File: src/rtl/qdiv_rr_sched_pkg.sv
// qdiv_rr_sched_pkg
// Shared definitions for the round-robin divider scheduler:
//   state_t     - scheduler FSM state encoding (3 bits)
//   DZ_SAT_MAG  - magnitude pattern returned on divide-by-zero (all ones,
//                 sliced to N-1 bits by the user)
package qdiv_rr_sched_pkg;

    typedef enum logic [2:0] {
        S_IDLE    = 3'd0,
        S_START   = 3'd1,
        S_WAIT_LO = 3'd2,
        S_WAIT_HI = 3'd3,
        S_RESP    = 3'd4
    } state_t;

    localparam logic [63:0] DZ_SAT_MAG = 64'hFFFF_FFFF_FFFF_FFFF;

endpackage

File: src/rtl/qdiv.sv
// qdiv
// Serial sign-magnitude fixed-point divider, one quotient bit per clock.
// The quotient is floor((|dividend| << Q) / |divisor|) with the sign
// being the XOR of the operand signs.
// Ports:
//   i_clk          clock
//   i_rst          synchronous active-high reset
//   i_start        start pulse, honoured only while idle (o_complete==1)
//   i_dividend     dividend, (Q,N) sign-magnitude
//   i_divisor      divisor,  (Q,N) sign-magnitude, magnitude must be non-zero
//   o_quotient_out quotient, valid while o_complete==1
//   o_complete     1 when idle / result ready, 0 while dividing
//   o_overflow     quotient magnitude does not fit in N-1 bits
module qdiv #(
    parameter int Q = 15,
    parameter int N = 32
) (
    input  logic         i_clk,
    input  logic         i_rst,
    input  logic         i_start,
    input  logic [N-1:0] i_dividend,
    input  logic [N-1:0] i_divisor,
    output logic [N-1:0] o_quotient_out,
    output logic         o_complete,
    output logic         o_overflow
);

    localparam int DW = N - 1 + Q;
    localparam int CW = $clog2(DW + 1);

    // r_work starts as the scaled dividend and fills up with quotient bits
    // from the right as the dividend bits are shifted out on the left.
    logic [DW-1:0] r_work;
    logic [N-1:0]  r_rem;
    logic [N-2:0]  r_dvs;
    logic [CW-1:0] r_cnt;
    logic          r_sign;
    logic          r_done;

    logic [N-1:0]  w_shift;
    logic [N-1:0]  w_trial;
    logic          w_fits;

    assign w_shift = {r_rem[N-2:0], r_work[DW-1]};
    assign w_trial = w_shift - {1'b0, r_dvs};
    assign w_fits  = (w_shift >= {1'b0, r_dvs});

    always_ff @(posedge i_clk) begin
        if (i_rst) begin
            r_work <= '0;
            r_rem  <= '0;
            r_dvs  <= '0;
            r_cnt  <= '0;
            r_sign <= 1'b0;
            r_done <= 1'b1;
        end else if (i_start && r_done) begin
            r_work <= {i_dividend[N-2:0], {Q{1'b0}}};
            r_rem  <= '0;
            r_dvs  <= i_divisor[N-2:0];
            r_sign <= i_dividend[N-1] ^ i_divisor[N-1];
            r_cnt  <= CW'(DW);
            r_done <= 1'b0;
        end else if (!r_done) begin
            r_rem  <= w_fits ? w_trial : w_shift;
            r_work <= {r_work[DW-2:0], w_fits};
            r_cnt  <= r_cnt - 1'b1;
            if (r_cnt == CW'(1)) begin
                r_done <= 1'b1;
            end
        end
    end

    assign o_quotient_out = {r_sign, r_work[N-2:0]};
    assign o_overflow     = |r_work[DW-1:N-1];
    assign o_complete     = r_done;

endmodule

File: src/rtl/qdiv_rr_sched_rr_grant.sv
// rr_grant
// Combinational round-robin arbiter: picks the first asserted request
// searching upward from i_last+1 with wrap-around.
// Ports:
//   i_req   request vector
//   i_last  index granted most recently
//   o_gnt   one-hot grant
//   o_idx   binary index of the grant
//   o_any   at least one request is asserted
module rr_grant
    import qdiv_rr_sched_pkg::*;
#(
    parameter int NREQ = 4,
    parameter int IDW  = 2
) (
    input  logic [NREQ-1:0] i_req,
    input  logic [IDW-1:0]  i_last,
    output logic [NREQ-1:0] o_gnt,
    output logic [IDW-1:0]  o_idx,
    output logic            o_any
);

    logic [IDW-1:0] v_idx;

    // Walk from the farthest candidate to the nearest so the nearest
    // asserted request after i_last is the one left standing.
    always_comb begin
        o_gnt = '0;
        o_idx = '0;
        o_any = 1'b0;
        v_idx = '0;
        for (int i = NREQ; i >= 1; i--) begin
            v_idx = IDW'((int'(i_last) + i) % NREQ);
            if (i_req[v_idx]) begin
                o_idx = v_idx;
                o_any = 1'b1;
            end
        end
        if (o_any) begin
            o_gnt[o_idx] = 1'b1;
        end
    end

endmodule

File: src/rtl/qdiv_rr_sched.sv
// qdiv_rr_sched
// Shares one serial qdiv divider between NREQ requesters in round-robin
// order and returns each result tagged with the owning requester ID.
// Ports:
//   i_clk         clock
//   rst           synchronous active-low reset
//   req_valid     per-requester operand valid
//   req_ready     one-hot grant, only ever asserted in IDLE
//   req_dividend  packed dividends, requester k at [k*N +: N]
//   req_divisor   packed divisors, same packing
//   rsp_valid     result valid, payload held until rsp_ready
//   rsp_ready     result accepted
//   rsp_id        requester owning the result
//   rsp_quotient  quotient
//   rsp_overflow  divider overflow or divide-by-zero
//   rsp_divzero   divisor magnitude was zero
//   busy          high in every state except IDLE
//
// state     | meaning
// S_IDLE    | arbitrate, latch operands of the granted requester
// S_START   | one-cycle start pulse to the divider
// S_WAIT_LO | wait for the divider to drop o_complete
// S_WAIT_HI | wait for the divider to raise o_complete, capture result
// S_RESP    | present result until rsp_ready
module qdiv_rr_sched
    import qdiv_rr_sched_pkg::*;
#(
    parameter int Q    = 15,
    parameter int N    = 32,
    parameter int NREQ = 4,
    parameter int IDW  = 2
) (
    input  logic            i_clk,
    input  logic            rst,
    input  logic [NREQ-1:0] req_valid,
    output logic [NREQ-1:0] req_ready,
    input  logic [NREQ*N-1:0] req_dividend,
    input  logic [NREQ*N-1:0] req_divisor,
    output logic            rsp_valid,
    input  logic            rsp_ready,
    output logic [IDW-1:0]  rsp_id,
    output logic [N-1:0]    rsp_quotient,
    output logic            rsp_overflow,
    output logic            rsp_divzero,
    output logic            busy
);

    state_t         r_state;
    logic [IDW-1:0] r_last;
    logic [N-1:0]   r_dvd;
    logic [N-1:0]   r_dvs;
    logic           r_div_start;
    logic           r_rsp_valid;
    logic           r_busy;
    logic [IDW-1:0] r_rsp_id;
    logic [N-1:0]   r_rsp_quot;
    logic           r_rsp_ov;
    logic           r_rsp_dz;

    logic [NREQ-1:0] w_gnt;
    logic [IDW-1:0]  w_idx;
    logic            w_any;
    logic [N-1:0]    w_sel_dvd;
    logic [N-1:0]    w_sel_dvs;
    logic [N-1:0]    w_div_quot;
    logic            w_div_ov;
    logic            w_div_done;

    rr_grant #(
        .NREQ (NREQ),
        .IDW  (IDW)
    ) u_rr_grant (
        .i_req  (req_valid),
        .i_last (r_last),
        .o_gnt  (w_gnt),
        .o_idx  (w_idx),
        .o_any  (w_any)
    );

    qdiv #(
        .Q (Q),
        .N (N)
    ) u_qdiv (
        .i_clk          (i_clk),
        .i_rst          (!rst),
        .i_start        (r_div_start),
        .i_dividend     (r_dvd),
        .i_divisor      (r_dvs),
        .o_quotient_out (w_div_quot),
        .o_complete     (w_div_done),
        .o_overflow     (w_div_ov)
    );

    assign w_sel_dvd = req_dividend[int'(w_idx)*N +: N];
    assign w_sel_dvs = req_divisor[int'(w_idx)*N +: N];

    // Gated with rst so no requester sees an accept during the reset cycle.
    assign req_ready = (rst && (r_state == S_IDLE)) ? w_gnt : '0;

    always_ff @(posedge i_clk) begin
        if (!rst) begin
            r_state     <= S_IDLE;
            r_last      <= IDW'(NREQ - 1);
            r_dvd       <= '0;
            r_dvs       <= '0;
            r_div_start <= 1'b0;
            r_rsp_valid <= 1'b0;
            r_busy      <= 1'b0;
            r_rsp_id    <= '0;
            r_rsp_quot  <= '0;
            r_rsp_ov    <= 1'b0;
            r_rsp_dz    <= 1'b0;
        end else begin
            case (r_state)
                S_IDLE: begin
                    if (w_any) begin
                        r_last   <= w_idx;
                        r_dvd    <= w_sel_dvd;
                        r_dvs    <= w_sel_dvs;
                        r_rsp_id <= w_idx;
                        r_busy   <= 1'b1;
                        // Zero divisor magnitude is answered directly;
                        // the divider is never started for it.
                        if (w_sel_dvs[N-2:0] == '0) begin
                            r_rsp_quot  <= {w_sel_dvd[N-1] ^ w_sel_dvs[N-1],
                                            DZ_SAT_MAG[N-2:0]};
                            r_rsp_ov    <= 1'b1;
                            r_rsp_dz    <= 1'b1;
                            r_rsp_valid <= 1'b1;
                            r_state     <= S_RESP;
                        end else begin
                            r_div_start <= 1'b1;
                            r_state     <= S_START;
                        end
                    end
                end
                S_START: begin
                    r_div_start <= 1'b0;
                    r_state     <= S_WAIT_LO;
                end
                S_WAIT_LO: begin
                    // o_complete is still high from the previous run until
                    // the divider has taken the start; do not trust it yet.
                    if (!w_div_done) begin
                        r_state <= S_WAIT_HI;
                    end
                end
                S_WAIT_HI: begin
                    if (w_div_done) begin
                        r_rsp_quot  <= w_div_quot;
                        r_rsp_ov    <= w_div_ov;
                        r_rsp_dz    <= 1'b0;
                        r_rsp_valid <= 1'b1;
                        r_state     <= S_RESP;
                    end
                end
                S_RESP: begin
                    if (rsp_ready) begin
                        r_rsp_valid <= 1'b0;
                        r_busy      <= 1'b0;
                        r_state     <= S_IDLE;
                    end
                end
                default: begin
                    r_div_start <= 1'b0;
                    r_rsp_valid <= 1'b0;
                    r_busy      <= 1'b0;
                    r_state     <= S_IDLE;
                end
            endcase
        end
    end

    assign rsp_valid    = r_rsp_valid;
    assign rsp_id       = r_rsp_id;
    assign rsp_quotient = r_rsp_quot;
    assign rsp_overflow = r_rsp_ov;
    assign rsp_divzero  = r_rsp_dz;
    assign busy         = r_busy;

endmodule

File: config.mk
export PLATFORM = sky130hd
export DESIGN_NAME = qdiv_rr_sched
export DESIGN_NICKNAME = d
export VERILOG_FILES = /design/src/rtl/qdiv_rr_sched_pkg.sv /design/src/rtl/qdiv.sv /design/src/rtl/qdiv_rr_sched_rr_grant.sv /design/src/rtl/qdiv_rr_sched.sv
export SDC_FILE = /design/constraint.sdc
export NUM_CORES = 1
export LEC_CHECK = 0
export ABC_CLOCK_PERIOD_IN_PS = 3700
export CELL_PAD_IN_SITES_DETAIL_PLACEMENT = 1
export CELL_PAD_IN_SITES_GLOBAL_PLACEMENT = 2
export CORE_MARGIN = 2
export CORE_UTILIZATION = 28
export CTS_CLUSTER_SIZE = 25
export DETAILED_ROUTE_END_ITERATION = 8
export PLACE_DENSITY = 0.83
export SLEW_MARGIN = 5
export SYNTH_ARGS = -nofsm -noshare
export SYNTH_HDL_FRONTEND = slang
export SYNTH_SLANG_ARGS = --single-unit
export TNS_END_PERCENT = 5
File: constraint.sdc
create_clock -name i_clk -period 3.7 [get_ports i_clk]
set_clock_uncertainty 0.1 [all_clocks]
set_input_delay 0.555 -clock i_clk [delete_from_list [all_inputs] [get_ports i_clk]]
set_output_delay 0.555 -clock i_clk [all_outputs]
set_load 0.01 [all_outputs]
* Word level (Yosys, flattened, before mapping) *
Cells that the tools add are included.

cells by class
  shift operators = 2
  order comparisons = 7
  reduce and logical (&&, ||, !) cells = 17
  eq/ne operators = 12
  $add $sub $neg = 6
  mux-type cells = 52
  bitwise gates (word level) = 6

operator list
  kind                  number
  $shiftx A128 B8 Y32   2
  $mux W32              3
  $mux W46              2
  $pmux W32 S2          1
  $ge A32 B31 Y1        1
  $logic_not A31 Y1     1
  $mux W31              1
  $sub A31 B31 Y31      1
  $mux W1               21
  $lt A2 B3 Y1 const B  5
  $mux W3               5
  $pmux W3 S5           1
  $reduce_or A15 Y1     1
  $mux W6               2
  $bmux W1 S2           4
  $mux W2               4
  $mux W4               2
  $ne A2 B2 Y1 const B  4
  $reduce_and A4 Y1     2
  $eq A3 B2 Y1 const B  2
  $eq A6 B1 Y1 const B  1
  $ne A2 B1 Y1 const B  3
  $pmux W1 S2           3
  $reduce_and A3 Y1     2
  18 further kinds      28

word-level totals
  bits in registers = 224
  word-level logic and storage cells = 121
  output and inout bits = 42

* Longest topological paths before layout *
Gate-level depths: netlist of the first run.

  word-level depth = 13
  gate-level depth with buffers = 14
  mapped depth without buffers = 12

* Hierarchy *
A second synthesis of the first run with hierarchy kept.

unflattened totals
  cells, all modules = 1498
  area total of the unflattened synthesis = 13110.1 um2

by module, submodules not included
  module         cells each  times used  seq. area each (um2)  area each (um2)
  qdiv           848         1           2322.2                6839.1
  qdiv_rr_sched  622         1           2162.1                6105.9
  rr_grant       28          1           0.0                   165.2

* Worst setup path after synthesis of the first run *
Ideal clock, no wire load.

  kind = register -> register
  start point = reg u_qdiv.r_work[45]
  end point = reg u_qdiv.r_rem[0]
  cell stages (with the launch flop) = 15
  path slack = 553 ps
  library setup time = 127 ps
  clock period less this slack = 3147 ps
  arrival time = 2919 ps
  data required time = 3473 ps
  cells stage by stage = dfxtp_1 inv_1 ha_1 fa_1 nor2b_1 o2111ai_1 a31oi_1 nor4b_1 o31ai_1 o21ai_0 buf_2 buf_2 nand2_1 o211ai_1 o31ai_1

between the ends
  longest elaborated chain between the ends = 2
  elaborated cells between the ends (all ways) = 3
  those cells by class = add/sub (1); order compare (1); mux (1)

RTL lines
  item                                                       RTL line                RTL
  from (decl)                                                qdiv.sv:33              logic [DW-1:0] r_work;
  from (signal assigned)                                     qdiv.sv:57              r_work <= {i_dividend[N-2:0], {Q{1'b0}}};
  from (signal assigned)                                     qdiv.sv:65              r_work <= {r_work[DW-2:0], w_fits};
  $sub A31 B31 Y31 / $ge A32 B31 Y1 (equally long branches)  qdiv.sv:45, qdiv.sv:46
  $mux W31 *                                                 qdiv.sv:64              r_rem <= w_fits ? w_trial : w_shift;
  to (signal assigned)                                       qdiv.sv:64
  to (decl)                                                  qdiv.sv:34              logic [N-1:0] r_rem;

Mark *: on every way between the ends. The rest lies on a longest branch, timed or not.
A chain may end at the register's enable or synchronous reset.

* Worst setup path in the final report of the first run *
  start point = in req_valid[3]
  end point = out req_ready[2]

between the ends
  longest elaborated chain between the ends = 12
  elaborated cells between the ends (all ways) = 23
  those cells by class = order compare (2); mux (20); reduce/logical (1)

RTL lines
  item                                                                       RTL line                      RTL
  from (decl)                                                                qdiv_rr_sched.sv:35           input logic [NREQ-1:0] req_valid,
  $bmux W1 S2                                                                qdiv_rr_sched_rr_grant.sv:34  if (i_req[v_idx]) begin
  $mux W1 (not written as such)                                              qdiv_rr_sched_rr_grant.sv:34
  $mux W2 (4 in a row)                                                       qdiv_rr_sched_rr_grant.sv:34
  $lt A2 B3 Y1 (not written as such) / $ge A2 B1 Y1 (equally long branches)  qdiv_rr_sched_rr_grant.sv:40  o_gnt[o_idx] = 1'b1;
  $logic_and A1 B1 Y1 (not written as such)                                  qdiv_rr_sched_rr_grant.sv:40
  $mux W1 (not written as such)                                              qdiv_rr_sched_rr_grant.sv:40
  $demux W1 S2                                                               -
  $mux W4 *                                                                  qdiv_rr_sched_rr_grant.sv:39  if (o_any) begin
  $mux W4 *                                                                  qdiv_rr_sched.sv:98           assign req_ready = (rst && (r_state == S_IDLE)) ? w_gnt : '0;
  to (decl)                                                                  qdiv_rr_sched.sv:36           output logic [NREQ-1:0] req_ready,

Mark *: on every way between the ends. The rest lies on a longest branch, timed or not. The select of a mux whose other input is x is not followed.

==> results of run 1 <==
[stage by stage]
step / hold slack (ns) / std cells / power (uW) / instance area [um^2] / setup slack [ns]
after floorplan: 0.332 / 1633 / 10100 / 12300 / 0.553
after global placement: 0.343 / 2450 / 13200 / 16100 / 0.107
after detailed placement: 0.347 / 2450 / 13500 / 16100 / 0.0580
after CTS: 0.321 / 2495 / 16200 / 17000 / 0.256
after global routing: 0.336 / 2496 / 17400 / 17000 / 0.0184
final: 0.339 / 2496 / 16100 / 17000 / 0.243
[registers in the layout, indices dropped and copies added, names as in the netlist, 2 cells and up]
register / cells
u_qdiv.r_work: 46
r_dvd: 32
r_dvs: 32
rsp_quotient: 32
u_qdiv.r_dvs: 31
u_qdiv.r_rem: 31
u_qdiv.r_cnt: 6
r_state: 3
r_last: 2
rsp_id: 2
[area by class of cell]
class | count | area (um^2) | area share (%)
antenna | 1 | 2.50 | 0.0148
clock buffer | 33 | 696 | 4.10
clock inverter | 12 | 168 | 0.989
inverter | 44 | 168 | 0.989
multi-input combinational | 1245 | 7200 | 42.5
sequential | 224 | 4490 | 26.5
tap | 585 | 732 | 4.32
timing repair buffer | 352 | 3500 | 20.6
[path summary, 6_finish.rpt]
kind	from	to	slack [ns]	depth (start not counted)
hold / removal	rst	r_last[0]	0.34	2
setup reg to reg	u_qdiv.r_work[45]	u_qdiv.r_rem[9]	0.31	14
setup / recovery	req_valid[3]	req_ready[2]	0.24	8
hold reg to reg	r_dvs[25]	u_qdiv.r_dvs[25]	0.35	2
[logic make-up after synthesis]
logic type | after synthesis | share of synthesized area (%)
DFF | 224 | 36.3
AOI/OAI and AO/OA | 353 | 18.6
adders and majority gates | 34 | 3.51
muxes | 98 | 8.11
xor gates and xnor gates | 32 | 2.27
and+or+nand+nor | 728 | 25.7
buffers and inverters | 164 | 5.51
[routing by layer]
metal / vias to the layer above / global-route usage (%)
met5: - / 0
met4: 0 / 5.48
met3: 53 / 2.73
met2: 245 / 33.8
met1: 5990 / 26.1
li1: 6246 / -
[power breakdown]
group          internal, uW  switching [uW]  leakage (uW)
Combinational          3970            5640       0.00434
Sequential             3190             614       0.00183
Clock                  1600            1050      0.000430
[cell usage in the layout (no fill, tap or decap), types with 8 or more instances in the layout]
| cell | Yosys | layout |
|---|---|---|
| o21ai_0 | 49 | 48 |
| o221a_1 | 27 | 27 |
| a211oi_1 | 35 | 35 |
| mux2i_1 | 82 | 82 |
| mux2_2 | 14 | 14 |
| o211ai_1 | 8 | 8 |
| xor2_1 | 16 | 16 |
| ha_1 | 33 | 33 |
| buf_12 | 0 | 8 |
| nand4_1 | 13 | 13 |
| nor2_1 | 125 | 125 |
| and3_1 | 10 | 9 |
| nand2_1 | 359 | 357 |
| a31oi_1 | 20 | 20 |
| buf_4 | 1 | 40 |
| nor3_1 | 13 | 13 |
| nor4_1 | 15 | 15 |
| a21o_1 | 15 | 15 |
| clkdlybuf4s50_1 | 0 | 303 |
| dfxtp_1 | 224 | 222 |
| clkbuf_16 | 0 | 25 |
| inv_1 | 43 | 43 |
| a21oi_1 | 149 | 149 |
| xnor2_1 | 16 | 16 |
| nand3_1 | 154 | 154 |
==> impl_metrics.csv, run 1 <==
group,metric,value,unit
synthesis,synthCells,1633,
worst_setup_path,crit_path_top_delay_cell,"clkdlybuf4s50_1",
place,hpwlAfterDp,34.5,mm
synthesis,synth-edff-count,0,
cells_and_area,nets,2189,
place,gp_congestion,0.871,
floorplan,die_w,214,um
floorplan,design.portCount,305,
timing,min_period,3.46,ns
floorplan,start_util,28.5,%
grt,grt_usage,19.8,%
timing,fin_crit_sh,93.4,%
cts,cts_tree,"built",
drt,wl_met2,22.0,mm
min_path,hp-class,"in2reg",
grt,antenna_found_initial,1,
drt,via_count,12534,
synthesis,yosys_warnings,0,
timing,slew_violations,0,
cts,cts_sinks,224,
timing,slew_headroom,42.4,%
cells_and_area,fin_util,39.2,%
drt,wl_met3,1.68,mm
drt,routed_wl,46.3,mm
drt,wl_met1,21.6,mm
timing,grt_setup_unrepaired,"no",
grt,grt_pass1_wl,74.1,mm
drt,drtAntennaViolNets,0,
outcome,status,"complete, no violations",
place,io_buffer_count,304,
floorplan,core,0.0433,mm^2
cells_and_area,drive_above_1_share,6.54,%
synthesis,synth_top_cell_by_area,"dfxtp_1",
worst_setup_path,critPathTopFamily,"buffers and inverters",
floorplan,die-area,0.0458,mm^2
cts,cts.path.max_buffers,3,
pwr,p_leak,0.00660,uW
pwr,worst_ir_drop_vdd,0.466,mV
cts,cts.reportedPaths.clkPinSlew,0.06,ns
synthesis,synth.area.top_cells,"dfxtp_1 (36%), nand2_1 (11%), mux2i_1 (6.7%)",
job,cap_violations,0,
grt,grt_max_degree,83,
worst_setup_path,crit_chain,"clkdlybuf4s50_1, nor2b_1, or2_1, and2_4, buf_4, nand3_1, nor2_1, clkdlybuf4s50_1",
cts,htree_levels,1,
cts,ctsHoldBuffers,0,
synthesis,post-synth-top-count-cell,"nand2_1",
timing,finalHoldViolCount,0,
cells_and_area,areaGrowthSynthToFinish,37.4,%
synthesis,synthTopCellsByCount,"nand2_1 (359), dfxtp_1 (224), nand3_1 (154), a21oi_1 (149), nor2_1 (125)",
drt,drt-initial-drc-count,540,
synthesis,synth_fp_nets,1930,
worst_setup_path,worstPathArrival,2.80,ns
worst_setup_path,cp-end-kind,"output pin",
worst_setup_path,worst-path-max-fanout,18,
drt,avgRoutedWirePerCell,18.6,um
timing,fmax,289,MHz
synthesis,syn_area_per_cell,7.55,um^2
grt,grt.overflow.total,0,
timing,setup-tns-final,0,ns
synthesis,synth_top_area_share,36.3,%
timing,setup_viol,0,
cts,worstSkewPairLatency,0.54,ns
cts,ctsRootBufferMaster,"clkbuf_16",
worst_setup_path,critPathLaunchType,"input port",
synthesis,synthFlopType,"dfxtp_1",
synthesis,ys_seq_area_share,36.3,%
cts,cts.repair.resized,0,
synthesis,synth.distinct_cells,67,
floorplan,num_rows,76,
worst_setup_path,crit_required,3.04,ns
synthesis,ys_async_sr_fraction,0,%
drt,viasPerCell,5.02,
worst_setup_path,worstSetupPathType,"in2out",
pwr,power.density,948,mW/mm^2
synthesis,syn_area,0.0123,mm^2
worst_setup_path,critPathBufInv,3,
worst_setup_path,cpMostUsedCell,"clkdlybuf4s50_1",
timing,worstMarginPinSlew,0.862,ns
floorplan,die_h,214,um
cts,cts-buffers-inserted,25,
grt,grt_pass1_vias,13189,
drt,drc,0,
cells_and_area,fillers,5248,
cts,cts_setup_buffers,0,
worst_setup_path,slowest_delay,0.55,ns
synthesis,synth_seq_cells,224,
drt,drtPass1Iterations,5,
drt,dr.max_layer_used,"met4",
Power figures use the tool's default switching activity.
==> run 2: changes to the inputs <==
Settings changed: CTS_CLUSTER_DIAMETER set to 40.
==> impl_metrics.csv, run 2 (synthesized netlist as in run 1, its figures left out) <==
group,metric,value,unit
worst_setup_path,critPathLaunchType,"input port",
cells_and_area,mostFrequentLayoutCells,"nand2_1 (357), clkdlybuf4s50_1 (303), dfxtp_1 (222)",
timing,grt_setup_unrepaired,"no",
timing,setup_viol,0,
floorplan,design.portCount,305,
cts,cts.repair.resized,0,
grt,grt.overflow.total,0,
pwr,p_leak,0.00674,uW
timing,finalHoldViolCount,0,
cells_and_area,top_register,"u_qdiv.r_work",
cts,cts_sinks,224,
cts,htree_levels,2,
cts,cts_tree,"built",
drt,drtAntennaViolNets,0,
drt,routed_wl,46.3,mm
cells_and_area,fillers,5211,
worst_setup_path,cp-end-kind,"output pin",
worst_setup_path,slowest_delay,0.55,ns
worst_setup_path,cpMostUsedCell,"clkdlybuf4s50_1",
place,post_dp_cell_area,0.0161,mm^2
cts,cts.reportedPaths.clkPinSlew,0.06,ns
worst_setup_path,r2r_start,"u_qdiv.r_work[45]",
drt,avgRoutedWirePerCell,18.4,um
cells_and_area,final_cells,2510,
cells_and_area,drive_above_1_share,7.17,%
cts,cts_setup_buffers,0,
job,cap_violations,0,
outcome,status,"complete, no violations",
pwr,worst_ir_drop_vdd,0.519,mV
worst_setup_path,crit_required,3.04,ns
grt,grt_pass1_wl,74.1,mm
drt,drt-initial-drc-count,566,
worst_setup_path,rr_endpoint,"u_qdiv.r_rem[9]",
drt,drc,0,
cells_and_area,largest_register_ffs,46,
cells_and_area,final_area,0.0173,mm^2
worst_setup_path,worstPathArrival,2.77,ns
worst_setup_path,setup.worst_path.start,"req_valid[3]",
floorplan,die_w,214,um
timing,worstMarginPinSlew,0.878,ns
pwr,power.density,967,mW/mm^2
place,hpwlAfterDp,34.5,mm
worst_setup_path,crit_chain,"clkdlybuf4s50_1, nor2b_1, or2_1, and2_4, buf_4, nand3_1, nor2_1, clkdlybuf4s50_1",
timing,slew_violations,0,
grt,antenna_found_initial,1,
cells_and_area,final_common_cell,"nand2_1",
floorplan,die_h,214,um
place,gp_congestion,0.871,
worst_setup_path,critPathCapture,"req_ready[2]",
grt,grt_pass1_vias,13231,
place,dp_cells,2450,
timing,min_period,3.43,ns
timing,fin_crit_sh,92.6,%
cts,worstSkewPairLatency,0.52,ns
worst_setup_path,r2r_cells,14,
floorplan,die-area,0.0458,mm^2
floorplan,num_rows,76,
timing,timing.hold.ws,0.349,ns
place,io_buffer_count,304,
worst_setup_path,crit_path_top_delay_cell,"clkdlybuf4s50_1",
worst_setup_path,worstSetupPathType,"in2out",
drt,drtPass1Iterations,4,
drt,viasPerCell,5.01,
floorplan,core,0.0433,mm^2
cts,ctsRootBufferMaster,"clkbuf_16",
cts,cts.path.max_buffers,3,
grt,grt_max_degree,83,
min_path,hp-class,"reg2reg",
timing,slew_headroom,41.3,%
timing,fmax,292,MHz
cells_and_area,nets,2198,
drt,via_count,12572,
cts,ctsHoldBuffers,0,
grt,grt_usage,19.9,%
cells_and_area,areaGrowthSynthToFinish,39.9,%
floorplan,start_util,28.5,%
cts,cts-buffers-inserted,34,
worst_setup_path,worst-path-max-fanout,18,
timing,setup-tns-final,0,ns
worst_setup_path,ff2ff_setup_slack,0.32,ns
==> run 2: cell types whose count changed in the layout (fill, tap and decap cells not counted) <==
cell	before	now
clkbuf_16	25	37
clkinv_2	6	1
inv_6	1	5
clkinv_8	0	3
bufinv_16	4	2
inv_8	0	2
clkbuf_1	4	5
clkbuf_8	4	3
clkinv_4	1	0
clkinvlp_4	0	1
==> run 2: worst min-delay path by stage <==
| stage | startpoint | to | cells after the start | slack, ns |
|---|---|---|---|---|
| 6_report | r_dvs[25] | u_qdiv.r_dvs[25] | 2 | 0.35 |
| 2_1_floorplan | r_dvs[12] | u_qdiv.r_dvs[12] | 2 | 0.33 |
| 5_1_grt | rst | r_last[0] | 2 | 0.36 |
| 3_5_place_dp | r_dvs[25] | u_qdiv.r_dvs[25] | 2 | 0.35 |
| 4_1_cts | rst | r_last[0] | 2 | 0.34 |
| 3_3_place_gp | r_dvd[11] | r_dvd[11] | 2 | 0.34 |
==> run 2: final cells by class <==
class,count,area [um^2],area share (%)
multi-input cells,1245,7200,41.7
flip-flops and latches,224,4490,26.0
clock inverters,14,188,1.09
repair buffers,352,3500,20.3
inverters,44,168,0.971
well taps,585,732,4.24
clock buffers,45,986,5.71
diodes,1,2.50,0.0145
==> run 2: report_power, final <==
group / leakage (uW) / switching [uW] / internal (uW)
sequential: 0.00183 / 617 / 3200
clock: 0.000571 / 1240 / 2060
combinational: 0.00434 / 5620 / 3970
==> run 2: through the flow <==
| stage | setup WS, ns | total power (uW) | util [%] |
|---|---|---|---|
| finish | 0.273 | 16700 | 39.9 |
| global route | 0.0210 | 18100 | 39.9 |
| CTS | 0.256 | 16800 | 39.9 |
| detailed placement | 0.0580 | 13500 | 37.2 |
| global placement | 0.107 | 13200 | 37.2 |
| floorplan | 0.553 | 10100 | - |
==> run 2: metal layers <==
| layer | share of wire, % | vias to the layer above | track usage (%) |
|---|---|---|---|
| met5 | 0 | - | 0 |
| met4 | 2.1 | 0 | 5.43 |
| met3 | 4.0 | 65 | 3.17 |
| met2 | 48 | 236 | 33.8 |
| met1 | 46 | 6006 | 26.0 |
| li1 | - | 6265 | - |
==> run 2: critical path: cells and delay by family <==
kind	cells	cell delay, ns
buffers and inverters	3	1.34
and+or+nand+nor	5	0.87
==> run 3: changes to the inputs <==
Settings changed: ABC_CLOCK_PERIOD_IN_PS 3700 to 3950, CELL_PAD_IN_SITES_GLOBAL_PLACEMENT 2 to 1, CORE_MARGIN 2 to not set, CORE_UTILIZATION 28 to 39, PLACE_DENSITY 0.83 to 0.89.
Clock period 3.7 ns to 3.95 ns, I/O delays scaled along.
==> impl_metrics.csv, run 3 (synthesized netlist as in run 1, its figures left out) <==
group,metric,value,unit
cts,worstSkewPairLatency,0.50,ns
place,dp_cells,2242,
cts,cts-buffers-inserted,34,
cells_and_area,multi_input_area,0.00723,mm^2
grt,grt_usage,29.7,%
cells_and_area,ff_latch_area,0.00449,mm^2
job,cap_violations,0,
grt,grt.overflow.total,0,
timing,fin_crit_sh,95.1,%
timing,min_period,3.76,ns
cts,ctsRootBufferMaster,"clkbuf_16",
timing,worstMarginPinSlew,0.887,ns
pwr,worst_ir_drop_vdd,0.498,mV
timing,grt_setup_unrepaired,"no",
floorplan,core,0.0308,mm^2
floorplan,die_w,180,um
floorplan,die_h,180,um
floorplan,design.portCount,305,
worst_setup_path,worst-path-max-fanout,25,
cts,cts_tree,"built",
timing,slew_headroom,40.7,%
drt,routed_wl,49.4,mm
worst_setup_path,crit_required,3.26,ns
cells_and_area,mostFrequentLayoutCells,"nand2_1 (357), clkdlybuf4s50_1 (303), dfxtp_1 (222)",
cts,cts.reportedPaths.clkPinSlew,0.06,ns
place,hpwlAfterDp,34.3,mm
timing,fmax,266,MHz
pwr,power.density,937,mW/mm^2
floorplan,start_util,40.0,%
grt,grt_pass1_vias,14044,
place,gp_congestion,0.937,
timing,finalHoldViolCount,0,
cts,ctsHoldBuffers,0,
cells_and_area,final_common_cell,"nand2_1",
drt,drtPass1Iterations,8,
place,io_buffer_count,304,
min_path,hold_depth,2,
floorplan,die-area,0.0323,mm^2
pwr,power,15800,uW
cts,cts_setup_buffers,0,
drt,drt-initial-drc-count,883,
worst_setup_path,r2r_cells,12,
cells_and_area,drive_above_1_share,6.71,%
timing,slew_violations,0,
cells_and_area,final_cells,2306,
pwr,p_leak,0.00665,uW
worst_setup_path,worstPathArrival,3.06,ns
drt,avgRoutedWirePerCell,21.4,um
cts,cts.repair.resized,0,
drt,viasPerCell,5.81,
grt,antenna_found_initial,3,
cells_and_area,fillers,3682,
outcome,violations,"DRC",
drt,drc,2,
worst_setup_path,cp-end-kind,"output pin",
timing,setup_viol,0,
outcome,status,"finished, violations left",
worst_setup_path,worstSetupPathType,"in2out",
grt,grt_pass1_wl,76.9,mm
floorplan,num_rows,64,
grt,grt_max_degree,78,
cts,cts.path.max_buffers,3,
cells_and_area,largest_register_ffs,46,
cells_and_area,areaGrowthSynthToFinish,37.0,%
worst_setup_path,critPathLaunchType,"input port",
cells_and_area,nets,2179,
min_path,hp-class,"reg2reg",
drt,via_count,13389,
cts,htree_levels,2,
drt,drtAntennaViolNets,0,
cells_and_area,top_register,"u_qdiv.r_work",
cts,cts_sinks,224,
==> run 3: metal layers <==
metal / up-vias / track usage (%) / share of wire (%)
li1: 6228 / - / -
met1: 6522 / 35.2 / 41
met2: 497 / 51.8 / 49
met3: 142 / 5.65 / 6.0
met4: 0 / 13.4 / 4.2
met5: - / 0 / 0
==> run 3: final timing paths <==
check                           slack, ns              start                to
worst max register to register       0.25  u_qdiv.r_work[45]  u_qdiv.r_rem[10]
worst max-delay path                 0.19       req_valid[3]      req_ready[2]
worst min register to register       0.35           r_dvs[7]   u_qdiv.r_dvs[7]
worst min-delay path                 0.35           r_dvs[7]   u_qdiv.r_dvs[7]
==> run 3: layout make-up <==
type / count / share of cell area [%]
inverters: 44 / 0.992
repair buffers: 333 / 19.7
well taps: 396 / 2.93
clock inverters: 21 / 1.48
flip-flops and latches: 224 / 26.6
diodes: 3 / 0.0444
multi-input cells: 1245 / 42.8
clock buffers: 40 / 5.53
==> run 3: where the power goes <==
part           total [uW]  switching, uW  internal, uW  leakage, uW
clock                3130           1200          1930     0.000573
sequential           3650            659          2990      0.00183
combinational        9050           5570          3480      0.00425
==> run 3: stage by stage <==
step / utilization [%] / instance area, um^2 / setup TNS [ns] / worst slack [ns] / hold slack [ns]
after detailed placement: 50.9 / 15700 / -0.147 / -0.0349 / 0.347
after global placement: 50.9 / 15700 / 0 / 0.156 / 0.339
after global routing: 54.8 / 16900 / 0 / 0.0563 / 0.371
after floorplan: - / 12300 / 0 / 0.803 / 0.332
final: 54.8 / 16900 / 0 / 0.194 / 0.355
after CTS: 54.7 / 16900 / 0 / 0.0500 / 0.351
==> run 3: critical path: stages <==
cell	delay, ns
clkdlybuf4s50_1	0.54
nor2b_1	0.17
or2_1	0.18
and2_4	0.31
buf_12	0.24
nand3_1	0.24
nor2_1	0.19
clkdlybuf4s50_1	0.57
